### src/rtl/pmm_feeder.sv
// Host-side feeder for one PMM port: buffers bus writes in a FIFO and presents them over the DATA_VALID/READY_STATUS handshake.
// Optional watchdog is built when PMM_FEEDER_TIMEOUT_EN is defined.
module pmm_feeder #(
  parameter int DEPTH   = 8,
  parameter int TIMEOUT = 1024
) (
  input  logic                     clk,
  input  logic                     rst,
  input  logic                     wr_en,
  input  logic [63:0]              wr_data,
  input  logic [15:0]              wr_ctrl,
  output logic                     fifo_full,
  output logic [$clog2(DEPTH):0]   fifo_count,
  output logic                     overflow,
  output logic [63:0]              INP_DATA,
  output logic [15:0]              INP_CONTROL,
  output logic                     DATA_VALID,
  input  logic                     READY_STATUS,
  input  logic                     ACCEPTED_STATUS,
  output logic                     result_valid,
  output logic                     result_match,
  input  logic                     result_clear,
  output logic                     busy,
  output logic                     timeout_err
);

  localparam int AW = $clog2(DEPTH);
  localparam int CW = AW + 1;

  typedef enum logic [1:0] {IDLE, SEND, DRAIN} state_t;

  state_t        state, state_next;
  logic [79:0]   mem [DEPTH];
  logic [AW-1:0] wr_ptr, rd_ptr;
  logic [CW-1:0] count;
  logic          drain_armed;
  logic          push, pop, load, load_next, flush, capture, wd_rst, wd_hit;
  logic          transfer, stalled, dv_next;
  logic [79:0]   next_word;

  assign fifo_count = count;
  assign fifo_full  = (count == CW'(DEPTH));
  assign busy       = (state != IDLE) || (count != '0);
  assign transfer   = DATA_VALID && READY_STATUS;
  assign stalled    = result_valid && !result_clear;
  assign push       = wr_en && !fifo_full && !flush;

  // The entry behind the head; when it does not exist yet, a same-cycle write is forwarded.
  assign next_word = (count > CW'(1)) ? mem[rd_ptr + AW'(1)] : {wr_ctrl, wr_data};

  always_ff @(posedge clk) begin
    if (rst) state <= IDLE;
    else     state <= state_next;
  end

  always_comb begin
    state_next = state;
    pop        = 1'b0;
    load       = 1'b0;
    load_next  = 1'b0;
    dv_next    = DATA_VALID;
    flush      = 1'b0;
    capture    = 1'b0;
    wd_rst     = 1'b0;
    case (state)
      IDLE: begin
        if (count != '0) begin
          load       = 1'b1;
          dv_next    = 1'b1;
          wd_rst     = 1'b1;
          state_next = SEND;
        end
      end
      SEND: begin
        if (transfer) begin
          pop    = 1'b1;
          wd_rst = 1'b1;
          if (INP_CONTROL[15]) begin
            dv_next    = 1'b0;
            state_next = DRAIN;
          end else if ((count > CW'(1)) || (wr_en && !fifo_full)) begin
            load      = 1'b1;
            load_next = 1'b1;
          end else begin
            dv_next    = 1'b0;
            state_next = IDLE;
          end
        end else if (wd_hit) begin
          flush      = 1'b1;
          dv_next    = 1'b0;
          state_next = IDLE;
        end
      end
      DRAIN: begin
        // A pending unread result blocks the capture until software clears it.
        if (drain_armed && READY_STATUS && !stalled) begin
          capture    = 1'b1;
          state_next = IDLE;
        end else if (!stalled && wd_hit) begin
          flush      = 1'b1;
          state_next = IDLE;
        end
      end
      default: state_next = IDLE;
    endcase
  end

  always_ff @(posedge clk) begin
    if (push) mem[wr_ptr] <= {wr_ctrl, wr_data};
  end

  always_ff @(posedge clk) begin
    if (rst) begin
      wr_ptr       <= '0;
      rd_ptr       <= '0;
      count        <= '0;
      overflow     <= 1'b0;
      INP_DATA     <= '0;
      INP_CONTROL  <= '0;
      DATA_VALID   <= 1'b0;
      result_valid <= 1'b0;
      result_match <= 1'b0;
      drain_armed  <= 1'b0;
    end else begin
      if (flush) begin
        wr_ptr <= '0;
        rd_ptr <= '0;
        count  <= '0;
      end else begin
        if (push) wr_ptr <= wr_ptr + AW'(1);
        if (pop)  rd_ptr <= rd_ptr + AW'(1);
        count <= count + CW'(push) - CW'(pop);
      end
      if (wr_en && fifo_full) overflow <= 1'b1;
      else if (result_clear)  overflow <= 1'b0;
      if (load) begin
        if (load_next) {INP_CONTROL, INP_DATA} <= next_word;
        else           {INP_CONTROL, INP_DATA} <= mem[rd_ptr];
      end
      DATA_VALID <= dv_next;
      if (capture) begin
        result_match <= ACCEPTED_STATUS;
        result_valid <= 1'b1;
      end else if (result_clear) begin
        result_valid <= 1'b0;
      end
      // Holds off the capture for the first cycle spent in DRAIN.
      drain_armed <= (state == DRAIN);
    end
  end

`ifdef PMM_FEEDER_TIMEOUT_EN
  localparam int WD_W = (TIMEOUT > 2) ? $clog2(TIMEOUT) : 1;
  logic [WD_W-1:0] wd;
  logic            counting;
  logic            timeout_q;

  assign counting    = (state == SEND) || ((state == DRAIN) && !stalled);
  assign wd_hit      = (wd == WD_W'(TIMEOUT - 1));
  assign timeout_err = timeout_q;

  always_ff @(posedge clk) begin
    if (rst) begin
      wd        <= '0;
      timeout_q <= 1'b0;
    end else begin
      if (wd_rst)        wd <= '0;
      else if (counting) wd <= wd + WD_W'(1);
      if (flush)             timeout_q <= 1'b1;
      else if (result_clear) timeout_q <= 1'b0;
    end
  end
`else
  localparam int unused_timeout = TIMEOUT;
  logic unused_wd_rst;
  assign unused_wd_rst = wd_rst;
  assign wd_hit        = 1'b0;
  assign timeout_err   = 1'b0;
`endif

endmodule

### config.mk
export PLATFORM = sky130hd
export DESIGN_NAME = pmm_feeder
export DESIGN_NICKNAME = d
export VERILOG_FILES = /design/src/rtl/pmm_feeder.sv
export SDC_FILE = /design/constraint.sdc
export NUM_CORES = 1
export LEC_CHECK = 0
export CAP_MARGIN = 0
export CORE_MARGIN = 3
export CORE_UTILIZATION = 45
export CTS_BUF_LIST = sky130_fd_sc_hd__clkbuf_2
export DETAILED_ROUTE_END_ITERATION = 16
export GPL_ROUTABILITY_DRIVEN = 0
export SKIP_LAST_GASP = 1
export SLEW_MARGIN = 15
export SYNTH_ARGS = -nofsm -noshare
export SYNTH_HDL_FRONTEND = slang
export SYNTH_SLANG_ARGS = --single-unit
### constraint.sdc
create_clock -name clk -period 18.3 [get_ports clk]
set_clock_uncertainty 0.2 [all_clocks]
set_input_delay 1.83 -clock clk [delete_from_list [all_inputs] [get_ports clk]]
set_output_delay 1.83 -clock clk [all_outputs]
set_load 0.01 [all_outputs]
Word level (Yosys, flattened, before mapping)
Memory sizes are Yosys's and may differ from the RTL's. A register that Yosys moved wholly into a read port is not among the register bits.
Cells that the tools add are included.
{"block": "word_totals", "reg_bits": 97, "latch_bits": 0, "mem_bits_rw": 640, "mem_bits_ro": 0, "inputBits": 86, "output_inout_bits": 91, "n_memories": 1}
{"name": "mem", "depth": 8, "width": 80, "rd": 2, "rd_clocked_by_memory_dff": 1, "wr": 1, "line_no": "33", "text": "logic [79:0] mem [DEPTH];"}
{"block": "op_classes", "n_addsub": 4, "multipliers": 0, "div_mod_pow": 0, "order_cmp": 1, "n_eq_ne": 7, "shift": 0, "mux": 31, "n_bitwise": 0, "reduce_logical": 19}
{"operator": "80-bit 2-to-1 mux", "n": 1}
{"operator": "64-bit 2-to-1 mux", "n": 1}
{"operator": "1-bit 2-to-1 mux", "n": 18}
{"operator": "16-bit 2-to-1 mux", "n": 1}
{"operator": "2-bit 2-to-1 mux", "n": 5}
{"operator": "4-bit AND reduction", "n": 2}
{"operator": "2-bit nonzero test", "n": 4}
{"operator": "3-bit by 1-bit adder with 3-bit output, second input constant", "n": 2}
{"operator": "1-bit logical AND", "n": 6}
{"operator": "3-bit 2-to-1 mux", "n": 2}
{"operator": "2-bit != test, second input constant", "n": 3}
{"operator": "2-bit one-hot mux with 3 select lines", "n": 1}
{"operator": "4-bit by 1-bit adder with 4-bit output", "n": 1}
{"operator": "4-bit equality test, second input constant", "n": 1}
{"operator": "4-bit by 1-bit > comparator with 1-bit output, second input constant", "n": 1}
{"operator": "1-bit one-hot mux with 2 select lines", "n": 2}
{"operator": "4-bit nonzero test", "n": 1}
{"operator": "4-bit by 1-bit subtractor with 4-bit output", "n": 1}
{"operator": "1-bit logical NOT", "n": 3}
{"operator": "3-bit != test, second input constant", "n": 1}
{"operator": "2-bit by 1-bit equality test with 1-bit output, second input constant", "n": 1}
{"operator": "2-bit equality test, second input constant", "n": 1}
{"operator": "2-bit logical NOT", "n": 1}
{"operator": "1-bit logical OR", "n": 2}

Logic depth before layout (Yosys ltp)
Gate-level depths: netlist of run 1.
{"block": "logic_depth", "depth_word": 9, "mapped_depth": 12, "ltp_nobuf": 12}

Least setup slack after synthesis of run 1
Ideal clock, no wire load.
{"block": "synth_timing", "path_type": "input-to-reg", "startpoint": "input wr_en", "endpoint": "memory mem[0][0], enable pin", "setup_time_ns": 0.617, "arrival_time_ns": 7.664, "setup_slack_ns": 9.820, "path_stages": 3, "n_path_buf": 0, "cell_sequence": "nor2b_1 > nand2b_1 > nor3_1"}
{"block": "synth_between", "elab_chain_len": 3}
{"item": "start: declaration", "line_no": "9", "text": "input logic wr_en,"}
{"item": "1-bit logical AND", "line_no": "46", "text": "assign push = wr_en && !fifo_full && !flush;"}
{"item": "1-bit 2-to-1 mux", "line_no": "109", "text": "if (push) mem[wr_ptr] <= {wr_ctrl, wr_data};"}
{"item": "1-bit 2-to-1 mux (not written as such)", "line_no": "109"}
{"item": "end: declaration", "line_no": "33"}
No other way between the ends.

Worst setup path in the final report of run 1
{"block": "layout_timing", "startpoint": "register count[2] (netlist: fifo_count[2])", "endpoint": "output busy"}
{"block": "layout_between", "elab_chain_len": 2}
{"item": "start: declaration", "line_no": "35", "text": "logic [CW-1:0] count;"}
{"item": "start signal: assignment", "line_no": "132", "text": "count <= count + CW'(push) - CW'(pop);"}
{"item": "4-bit nonzero test", "line_no": "43", "text": "assign busy = (state != IDLE) || (count != '0);"}
{"item": "1-bit logical OR", "line_no": "43"}
{"item": "end: declaration", "line_no": "23", "text": "output logic busy,"}
No other way between the ends.

==> impl_metrics.toml, run 1 <==
[layout]
final_nets = 2779
stdcell_area_mm2 = 0.03676
seq_area_mm2 = 0.02123
layout-drive-gt1-share_pct = 18.40
final_common_cell = "nand2_1"
area_delta_synth_final_pct = 12.99
instances_no_fill = 3786
multi_input_area_mm2 = 0.01058
num-fill-cells = 6047
mostFrequentLayoutCells = "648 x nand2_1, 640 x edfxtp_1, 319 x nand3_1, 276 x clkbuf_2, 175 x clkdlybuf4s50_1"

[power]
p_total_mw = 4.068
ir_drop_mv = 0.05377
internal_power_mw = 2.804
pwr-share-clk_pct = 26.8
power_switching_mw = 1.264
power.density_mw_per_mm2 = 110.6
swShare_pct = 31.06
cellLeakagePower_nw = 12.40
seqPwrFrac_pct = 52.3
p_comb_share_pct = 20.8

[timing]
finalSetupTns_ns = 0
drv_slew = 0
finalCritPeriodShare_pct = 28.14
slew_headroom_pct = 20.59
hold_viol_final = 0
layout_min_cycle_time_ns = 5.149
setup_viol = 0
rsz0062_at_grt = "no"
fmax_ghz = 0.1942
tightest_slew_ns = 1.191

[synthesis]
syn_nets = 2569
syn-cell-area_mm2 = 0.03253
syn_inst = 2474
yosysUniqueCellTypes = 42
synth_edf_count = 640
yosysWarningCount = 0
ys.flop_type = "edfxtp_1"
ys_ff_latch = 740
ys_seq_area_share_pct = 65.22
syn_avg_cell_area_um2 = 13.15
async_flop_share_pct = 0

[drt]
drt_pre_antenna_iters = 6
vias = 22636
drt-initial-drc-count = 2336
via_per_inst = 5.979
drtAntennaViolNets = 0
drc = 0
wl_per_cell_um = 23.86
routed_wl_um = 90330

[clock_network]
cts_tree = "done"
root_buffer = "clkbuf_2"
path_clk_slew_ns = 0.11
cts_sinks = 740
cts_resized = 0
htreeDepth = 4
ctsHoldBuffers = 0
clockBufferDepth = 3
clk_latency_ns = 1.34
cts_buffers = 183
postCtsSetupBuffers = 0

[setup_path]
critical-path-slowest-cell = "clkdlybuf4s50_1"
r2r_end = "INP_DATA[6]"
cp_cell_sequence = "inv_1 > ha_1 > or3b_1 > nand2b_1 > clkdlybuf4s50_1"
critPathKind = "reg -> out"
cpPeakStageDelay_ns = 0.49
end_kind = "output port"
worst-path-buf-inv = 2
path_max_fanout = 7
path_delay_family = "simple AND/OR/NAND/NOR gates"
crit-reg2reg-launch = "rd_ptr[0]"
required_ns = 16.27
worstPathArrival_ns = 3.12
worst-r2r-setup-slack_ns = 13.60
cp-start-kind = "flop"
r2r_cells = 9

[worst_hold_path]
min_path_cells = 2
hp-class = "reg -> reg"
worstHoldStart = "rd_ptr[1]"

[floorplanning]
dieHeight_um = 274.9
die_w_um = 274.9
rows = 97
io_pins = 177
die_area_mm2 = 0.07556
initial_core_util_pct = 45.90
coreArea_mm2 = 0.07088

[global_route]
track_usage_pct = 23.97
grt_pass1_wl_um = 135700
grt_max_degree = 229
antenna_found_initial = 8
grt_pass1_vias = 23148
globalRoute.totalOverflow = 0

[run]
maxCapViolCount = 0

[placement]
placed_cell_area_mm2 = 0.03507
place_inst = 3439
io_buffers = 175
dp_hpwl_um = 46960

[status]
outcome = "finished clean"
-- worst min-delay path, cell delays in order (launching register included) --
cell and delay [ns]:
dfxtp_1 0.34, nand2_1 0.06, a21oi_1 0.06
-- synth_stat cells, types with 2 or more instances --
cell        n  share of area, %
mux2i_1     3             0.092
nand2_1   648               7.5
dfxtp_1   100               6.2
nand4_1    79               1.5
ha_1        8              0.31
buf_1       3             0.035
edfxtp_1  640                59
nand2b_1    7              0.13
buf_2      33              0.51
nor2b_1     5             0.096
buf_6       9              0.31
clkbuf_1  139               1.6
nand3_1   319               4.9
a22oi_1   158               3.6
mux4_2    160                11
xnor2_1     3             0.081
and2_1      2             0.038
nand4b_1    2             0.054
nor3_1      4             0.062
buf_4       4             0.092
a31oi_1    81               1.6
a21oi_1    10              0.15
inv_1      11              0.13
nor2_1     24              0.28
xor2_1      4              0.11
o21ai_0     2             0.031
-- routing by layer --
metal  routed length, um  up-vias  part of all wire [%]  track usage, %
met3                8378      223                   9.3           5.608
met2               43870     1178                    49           39.21
li1                    -    10017                     -               -
met1               35580    11210                    39           31.03
met4                2432        8                   2.7           9.742
met5                  59        -                 0.065               0
-- stage by stage --
step | hold slack (ns) | setup WS [ns] | utilization, %
floorplan | 0.2541 | 9.820 | -
global placement | 0.2542 | 12.91 | 49.48
detailed placement | 0.2782 | 12.84 | 49.48
CTS | 0.2955 | 12.95 | 51.85
global route | 0.3226 | 12.90 | 51.86
finish | 0.2942 | 13.15 | 51.87
-- final cells by class --
type | instances | share of cell area [%]
diodes | 4 | 0.02723
clock buffers | 276 | 3.757
clock inverters | 67 | 0.8100
inverters | 11 | 0.1123
multi-input cells | 1535 | 28.78
flip-flops and latches | 740 | 57.74
well taps | 940 | 3.199
repair buffers | 213 | 5.575
-- cells by family (layout without fill, tap and decap cells) --
family          Yosys count  after routing  share of synthesized area [%]
mux                     163            163                          11.17
simple gates           1097           1097                          14.79
compound gates          258            258                          5.569
buf+inv                 199            567                          2.677
other cells               1              5                        0.01153
xor+xnor                  7              7                         0.1884
flops                   740            740                          65.22
fa+ha+maj                 9              9                         0.3692
-- power groups by stage --
stage / combinational (mW) / clock (mW) / sequential, mW
detailed placement: 0.851 / 0 / 2.17
floorplan: 0.427 / 0 / 2.16
global route: 0.911 / 1.22 / 2.15
finish: 0.848 / 1.09 / 2.13
global placement: 0.837 / 0 / 2.16
CTS: 0.853 / 1.13 / 2.13
-- state kept, by name, summed over array words and instances, names as in the netlist, named ones only --
signal        flops
state             2
INP_DATA         64
result_match      1
result_valid      1
drain_armed       1
overflow          1
mem             640
rd_ptr            3
wr_ptr            3
INP_CONTROL      16
DATA_VALID        1
fifo_count        4
-- worst max path at each step --
stage	from	end	slack, ns	cells after the start
floorplan	wr_en	mem[0][0]	9.82	3
global placement	wr_en	mem[3][67]	12.91	5
detailed placement	wr_en	mem[3][54]	12.84	5
CTS	fifo_count[2]	busy	12.95	5
global route	fifo_count[2]	busy	12.90	5
finish	fifo_count[2]	busy	13.15	5
Power figures use the tool's default switching activity.
==> inputs of run 2 (changes only) <==
==> constraint.sdc (replaced) <==
create_clock -name clk -period 5.3 [get_ports clk]
set_clock_uncertainty 0.2 [all_clocks]
set_input_delay 0.53 -clock clk [delete_from_list [all_inputs] [get_ports clk]]
set_output_delay 0.53 -clock clk [all_outputs]
set_load 0.01 [all_outputs]
==> run 2 against run 1 <==
Net effect:
- via count is 3.0% higher
- setup slack lost 12 ns
- global-route usage increased by 0.75 points
- sequential share of layout area shrank 2.0 points
- sequential power increased to 3.4 times the previous value
- die area stayed put
- register-to-register slack worse by 12 ns
- cell area grew 3.6%
- clock power grew to 3.6 times the previous value
- final cell count rose by 2.3%
==> impl_metrics.toml, run 2 (synthesized netlist as in run 1, its figures left out) <==
[timing]
finalCritPeriodShare_pct = 72.46
hold_viol_final = 0
slew_headroom_pct = 24.39
fmax_ghz = 0.2604
tightest_slew_ns = 1.131
setup_viol = 0
setup_ws_ns = 1.460
layout_min_cycle_time_ns = 3.840
drv_slew = 0
rsz0062_at_grt = "no"

[drt]
wl_met2_um = 45020
vias = 23323
drt_pre_antenna_iters = 9
routed_wl_um = 93140
met3_length_um = 8595
drt-initial-drc-count = 2214
wl_per_cell_um = 24.04
topRoutingLayerUsed = "met5"
drtAntennaViolNets = 0
wl_met1_um = 36280
via_per_inst = 6.020
drc = 0

[layout]
mostFrequentLayoutCells = "648 x nand2_1, 640 x edfxtp_1, 319 x nand3_1, 269 x clkbuf_2, 175 x clkdlybuf4s50_1"
num-fill-cells = 5945
layout-drive-gt1-share_pct = 17.71
area_delta_synth_final_pct = 17.04
regMostFlops = "mem"
reg.largest.list = "mem x640, INP_DATA x64, INP_CONTROL x16"
largest_register_ffs = 640
stdcell_area_mm2 = 0.03808
final_common_cell = "nand2_1"
final_nets = 2880

[floorplanning]
coreArea_mm2 = 0.07088
io_pins = 177
initial_core_util_pct = 45.90
rows = 97
die_w_um = 274.9
dieHeight_um = 274.9
die_area_mm2 = 0.07556

[clock_network]
ctsHoldBuffers = 90
path_clk_slew_ns = 0.10
postCtsSetupBuffers = 0
root_buffer = "clkbuf_2"
htreeDepth = 4
cts_tree = "done"
clockBufferDepth = 3
cts_sinks = 740
clk_latency_ns = 1.35
cts_resized = 0
cts_buffers = 184

[setup_path]
critPathKind = "reg -> out"
end_kind = "output port"
required_ns = 4.57
cp-start-kind = "flop"
path_max_fanout = 7
worstPathArrival_ns = 3.11

[global_route]
grt_pass1_wl_um = 139200
track_usage_pct = 24.72
grt_pass1_vias = 23681
antenna_found_initial = 6
grt_max_degree = 141
globalRoute.totalOverflow = 0

[power]
ir_drop_mv = 0.2182
cellLeakagePower_nw = 12.89
power.density_mw_per_mm2 = 375.3

[placement]
dp_hpwl_um = 47110
place_ws_ns = 1.810
io_buffers = 175
placed_cell_area_mm2 = 0.03542

[run]
maxCapViolCount = 0

[worst_hold_path]
hp-class = "reg -> reg"

[status]
outcome = "finished clean"
-- run 2: cell count changes in the layout (fill, tap and decap cells not counted), moves of 3 or more --
cell,delta
inv_2,-6
buf_12,+20
clkbuf_2,-7
bufinv_16,+4
clkinv_1,+3
clkinv_2,-5
buf_4,-11
dlygate4sd3_1,+90
-- run 2: routing by layer --
layer	vias up	global-route usage (%)
li1	10216	-
met1	11556	31.99
met2	1265	40.08
met3	280	5.250
met4	6	11.73
met5	-	0
-- run 2: report_power, final --
group / total [mW] / internal (mW) / leakage (nW) / switching (mW)
Sequential: 7.33 / 6.90 / 6.63 / 0.434
Combinational: 3.07 / 1.41 / 4.95 / 1.66
Clock: 3.88 / 1.60 / 1.31 / 2.28
Total: 14.3 / 9.92 / 12.9 / 4.38
-- run 2: metrics by stage --
step	std cells	TNS (ns)	total power, mW	utilization [%]	hold slack, ns
2_1_floorplan	2474	-9.744	8.905	-	0.2541
3_3_place_gp	3448	0	10.46	49.95	0.2777
3_5_place_dp	3448	0	10.49	49.97	0.2849
4_1_cts	3870	0	14.45	53.68	0.1184
5_1_grt	3874	0	15.01	53.72	0.1975
6_report	3874	0	14.29	53.72	0.3016
-- run 2: final timing paths --
path / start / to / slack (ns) / cells past startpoint
worst max-delay path: fifo_count[2] / busy / 1.46 / 5
worst min register to register: INP_DATA[47] / INP_DATA[47] / 0.30 / 2
worst min-delay path: INP_DATA[47] / INP_DATA[47] / 0.30 / 2
worst max register to register: fifo_count[2] / mem[5][10] / 2.07 / 7
-- run 2: worst max-delay path, stage by stage, from the launching register on --
cell,delay [ns]
dfxtp_1,0.33
inv_1,0.10
ha_1,0.17
or3b_1,0.47
nand2b_1,0.21
clkdlybuf4s50_1,0.49
-- run 2: layout make-up --
class / count / area [um2] / area share [%]
Clock buffer: 269 / 1346 / 3.536
Clock inverter: 63 / 381.6 / 1.002
Sequential cell: 740 / 21230 / 55.75
Timing Repair Buffer: 313 / 3296 / 8.655
Inverter: 11 / 41.29 / 0.1084
Antenna cell: 3 / 7.507 / 0.01971
Tap cell: 940 / 1176 / 3.089
Multi-Input combinational cell: 1535 / 10600 / 27.84
==> patch: new RTL, config.mk and constraints of run 1 <==
The option `PMM_FEEDER_TIMEOUT_EN` is turned on by a define.
--- a/src/rtl/pmm_feeder.sv
+++ b/src/rtl/pmm_feeder.sv
@@ -2,2 +2,4 @@
 // Optional watchdog is built when PMM_FEEDER_TIMEOUT_EN is defined.
+`define PMM_FEEDER_TIMEOUT_EN
+
 module pmm_feeder #(
Formal check against the unedited RTL: no difference found for any inputs over 4 cycles, from zero or initial values and one cycle with rst high; that may be too few to reach the edited logic, so the function may still have changed.
==> patch against run 1 <==
  * Wire length up 0.71%
  * Setup slack gained 61 ps
  * Power is 6.6% higher
  * Area after synthesis is 3.0% higher
  * Design area is 3.4% higher
  * Sequential share of layout area fell by 1.3 points
  * Sequential cell count up 11
  * Critical path type unchanged
==> patch: results (changes against run 1) <==
\begin{tabular}{lr}
\hline
Metric & Value \\
\hline
\multicolumn{2}{l}{\textbf{Outcome}} \\
\quad Status & completed \\
\multicolumn{2}{l}{\textbf{Clock network}} \\
\quad Clock root cell & clkbuf\_2 \\
\quad Count of cells resized by post-cts repair & 0 (unchanged) \\
\quad Clk Latency, worst-skew pair & 1380 ps (+40 ps) \\
\quad Deepest clock path buffer count & 3 (unchanged) \\
\quad TritonCTS Buffers & 194 (+6.0\%) \\
\multicolumn{2}{l}{\textbf{Synthesis}} \\
\quad Most repeated cell in the gate-level netlist after synthesis & edfxtp\_1 \\
\quad Leading cell types by count after synthesis & edfxtp\_1 (640), mux4\_2 (240), mux2i\_1 (163) \\
\quad Main area contributors after synthesis & edfxtp\_1 (57\%), mux4\_2 (16\%), dfxtp\_1 (6.6\%) \\
\quad Synthesized area divided by synthesized cell count & 17.29 sq um (+31\%) \\
\quad Yosys cell types & 49 (+17\%) \\
\quad Sequential-to-total area share from yosys stat & 0.6396 (-0.01264) \\
\quad Net Count, Synth & 2038 (-21\%) \\
\multicolumn{2}{l}{\textbf{Placement}} \\
\quad PortBufs & 176 (+0.57\%) \\
\quad Placement-stage cell area & 36130 sq um (+3.0\%) \\
\quad Post-placement cell count & 2953 (-14\%) \\
\quad Worst slack at placement & 12650 ps (-190.9 ps) \\
\quad Estimated wirelength of the detail-placed design & 46810 um (-0.31\%) \\
\multicolumn{2}{l}{\textbf{Global routing}} \\
\quad Wire length of the first global-routing pass & 136800 um (+0.83\%) \\
\quad Global-route usage over all layers & 0.2351 (-0.004609) \\
\quad Antenna violations before repair & 10 (+2) \\
\quad Via count of the first global-routing pass & 22190 (-4.1\%) \\
\quad Largest net degree at the start of global routing & 163 (-29\%) \\
\multicolumn{2}{l}{\textbf{Setup path}} \\
\quad Family of cells with the greatest summed delay on the critical path & buffers and inverters \\
\quad Worst endpoint data arrival time & 3060 ps (-60 ps) \\
\quad Max incr delay on CP & 630 ps (+140 ps) \\
\quad Max Fanout on Critical Path & 3 (-4) \\
\multicolumn{2}{l}{\textbf{Finish}} \\
\quad Layout cell share with drive strength beyond 1 & 0.2616 (+0.07753) \\
\quad Final net count & 2289 (-18\%) \\
\quad Final Non-Filler Cells & 3330 (-12\%) \\
\multicolumn{2}{l}{\textbf{Power and ir drop}} \\
\quad Worst supply voltage drop on vdd & 90.79 uV (+69\%) \\
\quad Leakage power summed over all cells & 12.20 nW (-1.7\%) \\
\multicolumn{2}{l}{\textbf{Route}} \\
\quad Violation count after the first detailed-route iteration & 1770 (-24\%) \\
\quad Post-detailed-route wirelength per cell & 27.32 um (+15\%) \\
\quad Iteration count of the initial detailed-routing pass & 5 (-1) \\
\quad Routed via count & 20680 (-8.6\%) \\
\multicolumn{2}{l}{\textbf{Timing}} \\
\quad Slew headroom & 0.2347 (+0.02878) \\
\hline
\end{tabular}
## patch: changes by cell type after synthesis, sizes merged, moves of 75 or more
cell          run 1  this run
a32o              0        80
a22oi           158        80
mux2i             3       163
nand2           648        92
o22ai             1        81
nand4            79         4
a211o             0        80
mux4            160       240
a31oi            81         0
nand3           319        86
## patch: path summary, 6_finish.rpt
check / from / end / slack (ps) / cells past startpoint
hold / removal: INP_CONTROL[14]$_SDFFE_PP0P_ / INP_CONTROL[14]$_SDFFE_PP0P_ / 270 / 1
setup reg to reg: rd_ptr[0]$_SDFFE_PP0P_ / INP_CONTROL[9]$_SDFFE_PP0P_ / 14090 / 8
setup / recovery: fifo_count[2]$_SDFF_PP0_ / fifo_full / 13210 / 4
hold reg to reg: INP_CONTROL[14]$_SDFFE_PP0P_ / INP_CONTROL[14]$_SDFFE_PP0P_ / 270 / 1
## patch: worst register-to-register path, cell delays in order, from the launching register on
cell	delay [ps]
dfxtp_4	890
ha_1	350
xnor2_2	130
buf_4	700
buf_4	770
mux4_2	420
a22oi_1	220
nand3_1	110
a32o_1	290
## patch: layout make-up
cell class | count | area, sq um
Clock buffer | 291 | 1456
Timing Repair Buffer | 217 | 2095
Tap cell | 959 | 1200
Clock inverter | 74 | 405.4
Inverter | 11 | 41.29
Sequential cell | 751 | 21460
Multi-Input combinational cell | 1015 | 11330
Antenna cell | 12 | 30.03
Fill cell | 6111 | 35310
## patch: report_power, final
group | switching, mW | internal (mW)
logic | 0.564 | 0.438
registers | 0.125 | 2.03
clock network | 0.690 | 0.485
total | 1.38 | 2.96
## patch: per-layer routing
metal / wire (um) / share of wire / global-route usage
met1: 35990 / 0.40 / 0.2955
met2: 45590 / 0.50 / 0.3993
met4: 2191 / 0.024 / 0.08566
met5: 53 / 0.00058 / 0
met3: 7138 / 0.078 / 0.05635
## patch: per-stage QoR
| stage | hold slack (ps) | power, mW |
|---|---|---|
| CTS | 282.7 | 4.386 |
| global placement | 250.9 | 3.188 |
| floorplan | 261.4 | 2.733 |
| detailed placement | 258.4 | 3.201 |
| global route | 291.0 | 4.566 |
| finish | 273.3 | 4.336 |
## patch: cells by family (layout without fill, tap and decap cells)
logic type,count (synthesis),count (layout),share of synthesized area
simple gates,242,242,0.03404
buf+inv,173,593,0.02508
compound gates,340,340,0.08178
mux,404,404,0.2102
flops,751,751,0.6396
other cells,0,12,0
fa+ha+maj,13,13,0.005076
xor+xnor,16,16,0.004180
